===== config.mk =====
export PLATFORM = sky130hd
export DESIGN_NAME = conv3x3_engine
export DESIGN_NICKNAME = d
export VERILOG_FILES = /design/src/rtl/conv_pkg.sv /design/src/rtl/conv_row3.sv /design/src/rtl/conv3x3_engine.sv
export SDC_FILE = /design/constraint.sdc
export NUM_CORES = 2
export LEC_CHECK = 0
export CAP_MARGIN = 40
export CORE_MARGIN = 2
export CORE_UTILIZATION = 45
export DETAILED_ROUTE_END_ITERATION = 6
export SYNTH_ARGS = -nofsm -noshare
export SYNTH_HDL_FRONTEND = slang
export SYNTH_SLANG_ARGS = --single-unit

===== constraint.sdc =====
create_clock -name clk -period 11.58 [get_ports clk]
set_input_delay 2.316 -clock clk [delete_from_list [all_inputs] [get_ports clk]]
set_output_delay 2.316 -clock clk [all_outputs]
set_load 0.1 [all_outputs]

===== src/rtl/conv_pkg.sv =====
// Shared widths, FSM encoding and the output clamp used by the 3x3 convolution engine.
// Every module of the engine imports this package.
package conv_pkg;

    localparam int PIX_W    = 8;
    localparam int WT_W     = 8;
    localparam int PROD_W   = 17;
    localparam int ACC_W    = 22;
    localparam int BIAS_W   = 16;
    localparam int ROW_W    = PROD_W + 2;
    localparam int NUM_TAPS = 9;
    localparam int IDX_W    = 4;

    typedef enum logic [1:0] {
        IDLE = 2'd0,
        LOAD = 2'd1,
        RUN  = 2'd2
    } conv_state_e;

    localparam logic signed [ACC_W-1:0] PIX_MAX = ACC_W'(255);

    // ReLU followed by saturation to the unsigned 8-bit pixel range.
    function automatic logic [PIX_W-1:0] clampPixel(input logic signed [ACC_W-1:0] y);
        logic [PIX_W-1:0] result;
        if (y[ACC_W-1]) begin
            result = '0;
        end else if (y > PIX_MAX) begin
            result = '1;
        end else begin
            result = y[PIX_W-1:0];
        end
        return result;
    endfunction

endpackage


===== src/rtl/conv_row3.sv =====
// One kernel row: three pixel x weight products registered (S1), then their sum
// registered (S2). Valid tracking lives in the parent.
module conv_row3
    import conv_pkg::*;
(
    input  logic                     clk,
    input  logic                     rst_n,
    input  logic [PIX_W-1:0]         i_pix0,
    input  logic [PIX_W-1:0]         i_pix1,
    input  logic [PIX_W-1:0]         i_pix2,
    input  logic signed [WT_W-1:0]   i_wt0,
    input  logic signed [WT_W-1:0]   i_wt1,
    input  logic signed [WT_W-1:0]   i_wt2,
    output logic signed [ROW_W-1:0]  o_rowSum
);

    logic signed [PROD_W-1:0] w_prod0;
    logic signed [PROD_W-1:0] w_prod1;
    logic signed [PROD_W-1:0] w_prod2;
    logic signed [PROD_W-1:0] r_prod0;
    logic signed [PROD_W-1:0] r_prod1;
    logic signed [PROD_W-1:0] r_prod2;
    logic signed [ROW_W-1:0]  r_rowSum;

    // Pixels are zero-extended so they stay non-negative in the signed multiply.
    assign w_prod0 = PROD_W'($signed({1'b0, i_pix0})) * PROD_W'(i_wt0);
    assign w_prod1 = PROD_W'($signed({1'b0, i_pix1})) * PROD_W'(i_wt1);
    assign w_prod2 = PROD_W'($signed({1'b0, i_pix2})) * PROD_W'(i_wt2);

    always_ff @(posedge clk or negedge rst_n) begin
        if (!rst_n) begin
            r_prod0  <= '0;
            r_prod1  <= '0;
            r_prod2  <= '0;
            r_rowSum <= '0;
        end else begin
            r_prod0  <= w_prod0;
            r_prod1  <= w_prod1;
            r_prod2  <= w_prod2;
            r_rowSum <= ROW_W'(r_prod0) + ROW_W'(r_prod1) + ROW_W'(r_prod2);
        end
    end

    assign o_rowSum = r_rowSum;

endmodule


===== src/rtl/conv3x3_engine.sv =====
// 3x3 convolution engine: loadable signed weights and bias, 4-stage pipeline,
// requantization with ReLU and saturation, and end-of-frame signalling.
module conv3x3_engine
    import conv_pkg::*;
#(
    parameter int IMAGE_WIDTH  = 256,
    parameter int IMAGE_HEIGHT = 256,
    parameter int SHIFT        = 7
) (
    input  logic                     clk,
    input  logic                     rst_n,
    input  logic [PIX_W-1:0]         p1,
    input  logic [PIX_W-1:0]         p2,
    input  logic [PIX_W-1:0]         p3,
    input  logic [PIX_W-1:0]         p4,
    input  logic [PIX_W-1:0]         p5,
    input  logic [PIX_W-1:0]         p6,
    input  logic [PIX_W-1:0]         p7,
    input  logic [PIX_W-1:0]         p8,
    input  logic [PIX_W-1:0]         p9,
    input  logic                     stall,
    input  logic                     cfg_start,
    input  logic signed [BIAS_W-1:0] bias_in,
    input  logic                     wt_valid,
    input  logic signed [WT_W-1:0]   wt_data,
    output logic                     cfg_busy,
    output logic [PIX_W-1:0]         pix_out,
    output logic                     pix_valid,
    output logic                     frame_done
);

    localparam int FRAME_PIX = (IMAGE_WIDTH - 2) * (IMAGE_HEIGHT - 2);
    localparam int CNT_W     = (FRAME_PIX > 1) ? $clog2(FRAME_PIX) : 1;
    localparam logic [CNT_W-1:0] CNT_LAST = CNT_W'(FRAME_PIX - 1);
    localparam logic [IDX_W-1:0] LAST_TAP = IDX_W'(NUM_TAPS - 1);

    conv_state_e               r_state;
    conv_state_e               w_nextState;
    logic                      w_accept;
    logic                      w_wtWrite;
    logic signed [WT_W-1:0]    r_wt [NUM_TAPS];
    logic signed [BIAS_W-1:0]  r_bias;
    logic [IDX_W-1:0]          r_idx;
    logic                      r_v1;
    logic                      r_v2;
    logic                      r_v3;
    logic                      r_v4;
    logic signed [ROW_W-1:0]   w_rowSum0;
    logic signed [ROW_W-1:0]   w_rowSum1;
    logic signed [ROW_W-1:0]   w_rowSum2;
    logic signed [ACC_W-1:0]   r_acc;
    logic signed [ACC_W-1:0]   w_shifted;
    logic [PIX_W-1:0]          r_pixOut;
    logic [CNT_W-1:0]          r_cnt;
    logic                      r_frameDone;

    always_ff @(posedge clk or negedge rst_n) begin
        if (!rst_n) begin
            r_state <= IDLE;
        end else begin
            r_state <= w_nextState;
        end
    end

    // cfg_start wins in every state, so a load can always be restarted from scratch.
    always_comb begin
        w_nextState = r_state;
        w_accept    = 1'b0;
        w_wtWrite   = 1'b0;
        cfg_busy    = 1'b0;
        case (r_state)
            IDLE: begin
                if (cfg_start) begin
                    w_nextState = LOAD;
                end
            end
            LOAD: begin
                cfg_busy = 1'b1;
                if (cfg_start) begin
                    w_nextState = LOAD;
                end else if (wt_valid) begin
                    w_wtWrite = 1'b1;
                    if (r_idx == LAST_TAP) begin
                        w_nextState = RUN;
                    end
                end
            end
            RUN: begin
                if (cfg_start) begin
                    w_nextState = LOAD;
                end else begin
                    w_accept = ~stall;
                end
            end
            default: begin
                w_nextState = IDLE;
            end
        endcase
    end

    always_ff @(posedge clk or negedge rst_n) begin
        if (!rst_n) begin
            for (int k = 0; k < NUM_TAPS; k++) begin
                r_wt[k] <= '0;
            end
            r_bias <= '0;
            r_idx  <= '0;
        end else if (cfg_start) begin
            r_bias <= bias_in;
            r_idx  <= '0;
        end else if (w_wtWrite) begin
            r_wt[r_idx] <= wt_data;
            r_idx       <= r_idx + 1'b1;
        end
    end

    conv_row3 u_row0 (
        .clk      (clk),
        .rst_n    (rst_n),
        .i_pix0   (p1),
        .i_pix1   (p2),
        .i_pix2   (p3),
        .i_wt0    (r_wt[0]),
        .i_wt1    (r_wt[1]),
        .i_wt2    (r_wt[2]),
        .o_rowSum (w_rowSum0)
    );

    conv_row3 u_row1 (
        .clk      (clk),
        .rst_n    (rst_n),
        .i_pix0   (p4),
        .i_pix1   (p5),
        .i_pix2   (p6),
        .i_wt0    (r_wt[3]),
        .i_wt1    (r_wt[4]),
        .i_wt2    (r_wt[5]),
        .o_rowSum (w_rowSum1)
    );

    conv_row3 u_row2 (
        .clk      (clk),
        .rst_n    (rst_n),
        .i_pix0   (p7),
        .i_pix1   (p8),
        .i_pix2   (p9),
        .i_wt0    (r_wt[6]),
        .i_wt1    (r_wt[7]),
        .i_wt2    (r_wt[8]),
        .o_rowSum (w_rowSum2)
    );

    // Starting a load flushes everything in flight, including the window accepted this cycle.
    always_ff @(posedge clk or negedge rst_n) begin
        if (!rst_n) begin
            r_v1 <= 1'b0;
            r_v2 <= 1'b0;
            r_v3 <= 1'b0;
            r_v4 <= 1'b0;
        end else if (cfg_start) begin
            r_v1 <= 1'b0;
            r_v2 <= 1'b0;
            r_v3 <= 1'b0;
            r_v4 <= 1'b0;
        end else begin
            r_v1 <= w_accept;
            r_v2 <= r_v1;
            r_v3 <= r_v2;
            r_v4 <= r_v3;
        end
    end

    always_ff @(posedge clk or negedge rst_n) begin
        if (!rst_n) begin
            r_acc <= '0;
        end else begin
            r_acc <= ACC_W'(w_rowSum0) + ACC_W'(w_rowSum1) + ACC_W'(w_rowSum2) + ACC_W'(r_bias);
        end
    end

    assign w_shifted = r_acc >>> SHIFT;

    // The output register only moves on a real result so pix_out holds between outputs.
    always_ff @(posedge clk or negedge rst_n) begin
        if (!rst_n) begin
            r_pixOut    <= '0;
            r_cnt       <= '0;
            r_frameDone <= 1'b0;
        end else if (cfg_start) begin
            r_cnt       <= '0;
            r_frameDone <= 1'b0;
        end else if (r_v3) begin
            r_pixOut    <= clampPixel(w_shifted);
            r_frameDone <= (r_cnt == CNT_LAST);
            r_cnt       <= (r_cnt == CNT_LAST) ? '0 : r_cnt + 1'b1;
        end else begin
            r_frameDone <= 1'b0;
        end
    end

    assign pix_out    = r_pixOut;
    assign pix_valid  = r_v4;
    assign frame_done = r_frameDone;

endmodule

Word-level counts from Yosys, hierarchy flattened:

Index checks and enable logic that the tools add are counted.

* shifts and indexed selects: 0
* mux-type cells: 26
* multiply operators: 9
* reduce and logical (&&, ||, !) cells: 8
* divide/modulo/power cells: 0
* bitwise operators: 3
* add/sub/neg operators: 11
* $lt $le $gt $ge: 3
* eq/ne operators: 7

Operators with widths (count)
* $mul 9x8->17: 9
* $bwmux 72: 1
* $add 18x17->19: 3
* $add 17x17->18: 3
* $mux 16: 3
* $demux 8 s4: 1
* $mux 8: 3
* $add 21x16->22: 1
* $add 20x19->21: 1
* $add 19x19->20: 1
* $add 16x1->16 const B: 1
* $eq 16x16->1 const B: 1
* $gt 15x9->1 const B: 1
* $mux 1: 11
* $mux 2: 4
* $mux 4: 2
* $ne 3x3->1 const B: 2
* $ge 5x5->1 const B: 1
* $lt 5x1->1 const B: 1
* $not 4->5: 1
* $add 4x1->4 const B: 1
* $eq 4x4->1 const B: 1
* $pmux 2 s2: 1
* $reduce_and 2->1: 2
* other kinds (9): 11

* input bits: 101
* latch bits: 0
* bits in registers: 355
* memory bits (read-only): 0
* output and inout bits: 11
* word-level logic and storage cells: 99
* memory bits (writable): 0
* memories: 0

Depth between registers and ports, before layout:

* depth in word-level cells: 6
* depth in mapped cells: 19
* mapped depth without buffers: 19

Modules after synthesis:

Synthesis repeated with hierarchy kept, for this count alone.

* cell total of the unflattened synthesis: 3671
* area total of the unflattened synthesis: 36442.5 um^2

By module, submodules not included
* conv_row3 at u_row2: cells each 1020, area each 9813.2 um^2, times used 1, seq. area each 1751.7 um^2
* conv_row3 at u_row0: cells each 1024, area each 9801.9 um^2, times used 1, seq. area each 1751.7 um^2
* conv_row3 at u_row1: cells each 959, area each 9480.3 um^2, times used 1, seq. area each 1751.7 um^2
* conv3x3_engine: cells each 668, area each 7347.0 um^2, times used 1, seq. area each 3453.3 um^2

Worst setup path before layout:

Ideal clock, no wire load.

* path type: input port to flip-flop
* from: in p5[6]
* to: reg u_row1.r_prod1[16]
* path slack: 5472 ps
* data arrival time: 5979 ps
* library setup time: 130 ps
* data required time: 11450 ps
* cell stages on the path: 15
* buffers on the path: 0
* path through: and2_1 > ha_1 > fa_1 > inv_1 > fa_1 > fa_1 > inv_1 > ha_1 > nor2b_1 > o21ai_0 > a21boi_0 > o41a_1 > a211o_1 > o31ai_1 > xnor2_1

* longest elaborated chain between the ends: 1

RTL lines
* start: declaration: line conv3x3_engine.sv:16 `input logic [PIX_W-1:0] p5,`
* $mul 9x8->17: line conv_row3.sv:27 `assign w_prod1 = PROD_W'($signed({1'b0, i_pix1})) * PROD_W'(i_wt1);`
* named net u_row1.w_prod1[16]: line conv_row3.sv:18 `logic signed [PROD_W-1:0] w_prod1;`
* end signal: assignment: line conv_row3.sv:38 `r_prod1 <= w_prod1;`
* end: declaration: line conv_row3.sv:21 `logic signed [PROD_W-1:0] r_prod1;`

The timed path passes the listed nets, and every way through them passes these cells.
A chain may end at the register's enable or synchronous reset.

Worst setup path after layout:

* from: in p9[4]
* to: reg u_row2.r_prod2[16]

* longest elaborated chain between the ends: 1

RTL lines
* start: declaration: line conv3x3_engine.sv:20 `input logic [PIX_W-1:0] p9,`
* $mul 9x8->17: line conv_row3.sv:28 `assign w_prod2 = PROD_W'($signed({1'b0, i_pix2})) * PROD_W'(i_wt2);`
* named net u_row2.w_prod2[16]: line conv_row3.sv:19 `logic signed [PROD_W-1:0] w_prod2;`
* end signal: assignment: line conv_row3.sv:39 `r_prod2 <= w_prod2;`
* end: declaration: line conv_row3.sv:22 `logic signed [PROD_W-1:0] r_prod2;`

The timed path passes the listed nets, and every way through them passes these cells.

==> metrics <==
vias in the first global route roughly 25000; HPWL after detailed placement 61900 um; clock tree from TritonCTS done; Hold Path Class flop to flop; Total Routing Usage GR 0.208; WP buf/inv 5; clock tree root buffer cell sky130_fd_sc_hd__clkbuf_16; number of fill cells 7225; final weighted congestion in routability-driven placement 0.832; violated checks DRC; post-route clock period utilization 0.565; overall die area 79900 sq um; CP Launch Type input pin; drt first-iter violations 1134; Placeable Area 77200 sq um; routed len/inst about 17 um; Crit Path Max Fanout 8; post-CTS setup-driven buffer insertion count 0; Synth area leaders sky130_fd_sc_hd__dfrtp_1, sky130_fd_sc_hd__fa_1, sky130_fd_sc_hd__ha_1; part of the total power dissipated in combinational logic 0.609; net switching power of the design 3.51 mW; combined area of the multi-input logic cells ~24000 sq um; FF+latch area 8710 sq um; number of nets in the final layout 4555; cell-by-cell trace of the critical path clkdlybuf4s50_1, and2_1, ha_1, inv_1, fa_1, inv_1, ha_1, inv_1, fa_1, inv_1, ha_1, fa_1, a21o_1, a21oi_1, o21bai_1, a21oi_1, o21bai_1, mux2i_1, a2111oi_0; post-synth top area share 0.249; PnR worst setup slack 5.04 ns; Sum Neg Setup Slack 0 ns; Post-Syn Area per Cell 10.3 sq um; most frequent cell after synthesis sky130_fd_sc_hd__inv_1; horizontal die dimension 283 um; endpoint type of the worst setup path flop; sw frac 0.429; wire length of the first global-routing pass 131000 um; Levels on crit path 19; cell mode on critical path sky130_fd_sc_hd__inv_1; largest stage delay on the critical path 0.55 ns; headroom to the max-slew limit 0.384; Net Count, Synth ~4400; highest clock frequency the design can meet 0.153 GHz; DIE HEIGHT approximately 280 um; top-level I/O count 112; data arrival time of the critical path roughly 7.0 ns; leading register cell type out of synthesis sky130_fd_sc_hd__dfrtp_1; reported max-cap violation count 0; reported leakage power 20.3 nW; number of cells on the worst hold path 1; standard-cell row count 102; IO buf count 111; proportion of power drawn by the clock network 0.166; minimum clock period roughly 6.5 ns; DRC violations left 1; number of max-slew violations in the final report 0; share of synthesized area occupied by flip-flops and latches 0.249; Required @ worst endpoint 12.00 ns; worst skew pair latency ~0.59 ns; kind of critical path input pin to flop; 1st-pass router iterations 7; pin count of the biggest net entering global routing 163; worst setup slack after placement 4.37 ns; clock slew seen by the registers of the worst setup and hold paths approximately 0.060 ns; CP delay by family, top adder cells; initial standard-cell utilization of the core 0.453; Resize count post-CTS 0; master of the slowest instance on the critical path sky130_fd_sc_hd__clkdlybuf4s50_1; number of antenna violations at the first check in global routing 8; Synthesis Warnings 0; vias per std cell 5.00; flip-flop and latch count after synthesis roughly 350; via total after detailed routing 23200; total internal power 4.67 mW; setup repair after global routing missed its margin no; final-report setup violation count 0; clock buffer count from CTS 43; result of the run finished, violations left; hold-fix buffers at CTS 0; # clock sinks 348; area delta synth->final 11.7%; number of failing hold endpoints at the final stage 0; Final Util 0.506; Post-synth top cells sky130_fd_sc_hd__inv_1, sky130_fd_sc_hd__ha_1, sky130_fd_sc_hd__fa_1; Power per Cell Area 209 nW/um^2; DRT Wirelength approximately 77000 um; antenna-violating nets left 0; worst reg2reg path depth 15; share of final-layout standard cells stronger than drive strength 1 0.0547; Clock Skew 0.0179 ns; maximum buffer depth of the clock tree 3; Post-synth EDFFs 0; synthesized instance count 3402; sequential fraction of design power 0.225; worst slew pin tran ~0.9 ns; cell type with the largest total area after synthesis sky130_fd_sc_hd__dfrtp_1; Max H-tree Level 2; post-synthesis instance area 35000 sq um; worst-case vdd ir drop 0.164 mV; proportion of synthesized flip-flops having asynchronous set or reset 1.00; count of cell types in the netlist about 60; Remaining Overflow, GRT 0; post-route total power around 8 mW
metal layers:
metal,GRT usage,share of wire
met5,0,0
met4,0.0524,0.022
met1,0.303,0.48
met2,0.332,0.46
met3,0.0245,0.040
cell usage in the layout, fill, tap and decap left out, drive strengths merged, types with 25 or more instances in the layout:
cell type	instances
inv	593
ha	462
fa	425
and2	371
dfrtp	348
nand2	225
nor2	146
xnor2	140
clkdlybuf4s50	110
a21oi	108
mux2	83
o21ai	75
clkbuf	57
nand2b	52
nor2b	37
nor3	33
a21o	32
nand3	26
o31ai	26
o21a	25
worst reg2reg max path: cells and delay by family, from the launching register on:
family / cells / cell delay [ns]
compound gates: 5 / 1.21
buf+inv: 4 / 0.38
flops: 1 / 0.50
mux: 1 / 0.15
fa+ha+maj: 5 / 2.37
kinds of logic after synthesis:
logic type / share of synthesized area
buffers and inverters: 0.0649
and+or+nand+nor: 0.146
xor gates and xnor gates: 0.0396
adders and majority gates: 0.409
DFF: 0.249
AOI/OAI and AO/OA: 0.0643
muxes: 0.0276
flip-flops by register name (all words and copies together), names as in the netlist, 15 cells and up:
name             count
u_row2.r_prod0      17
r_bias              16
r_cnt               16
u_row0.r_prod2      17
r_acc               15
u_row1.r_prod1      17
u_row0.r_prod1      17
u_row0.r_prod0      17
u_row1.r_prod2      17
u_row2.o_rowSum     19
u_row1.o_rowSum     19
u_row2.r_prod2      17
u_row2.r_prod1      17
u_row0.o_rowSum     19
u_row1.r_prod0      17
r_wt                72
metrics by stage:
step	std cells	hold WS [ns]	instance area [sq um]
after detailed placement	4562	0.456	37600
after global routing	4639	0.494	39100
after CTS	4639	0.477	39100
after global placement	4547	0.448	37400
after floorplan	3402	0.439	35000
final	4642	0.480	39100
final timing paths:
check,startpoint,end,slack (ns)
setup / recovery,p9[4],u_row2.r_prod2[16]$_DFF_PN0_,5.04
hold / removal,r_v2$_DFF_PN0_,r_v3$_DFF_PN0_,0.48
setup reg to reg,r_wt[7]$_DFFE_PN0P_,u_row2.r_prod2[16]$_DFF_PN0_,6.81
hold reg to reg,r_v2$_DFF_PN0_,r_v3$_DFF_PN0_,0.48
max in group asynchronous,rst_n,r_wt[28]$_DFFE_PN0P_,8.34
min in group asynchronous,rst_n,r_wt[61]$_DFFE_PN0P_,1.78
final cells by class:
| type | instances | area share |
|---|---|---|
| antenna | 3 | 0.000192 |
| sequential | 348 | 0.223 |
| inverter | 590 | 0.0567 |
| clock inverter | 20 | 0.00599 |
| clock buffer | 57 | 0.0304 |
| tap | 1040 | 0.0333 |
| timing repair buffer | 134 | 0.0365 |
| multi-input combinational | 2450 | 0.614 |
power groups by stage:
stage | Combinational [mW] | Sequential (mW) | Clock [mW]
after floorplan | 3.91 | 1.73 | 0
after global placement | 4.97 | 1.87 | 0
after detailed placement | 5.00 | 1.87 | 0
after CTS | 5.06 | 1.85 | 1.40
after global routing | 5.77 | 1.88 | 1.44
final | 4.98 | 1.84 | 1.36
(Power assumes the default switching activity.)
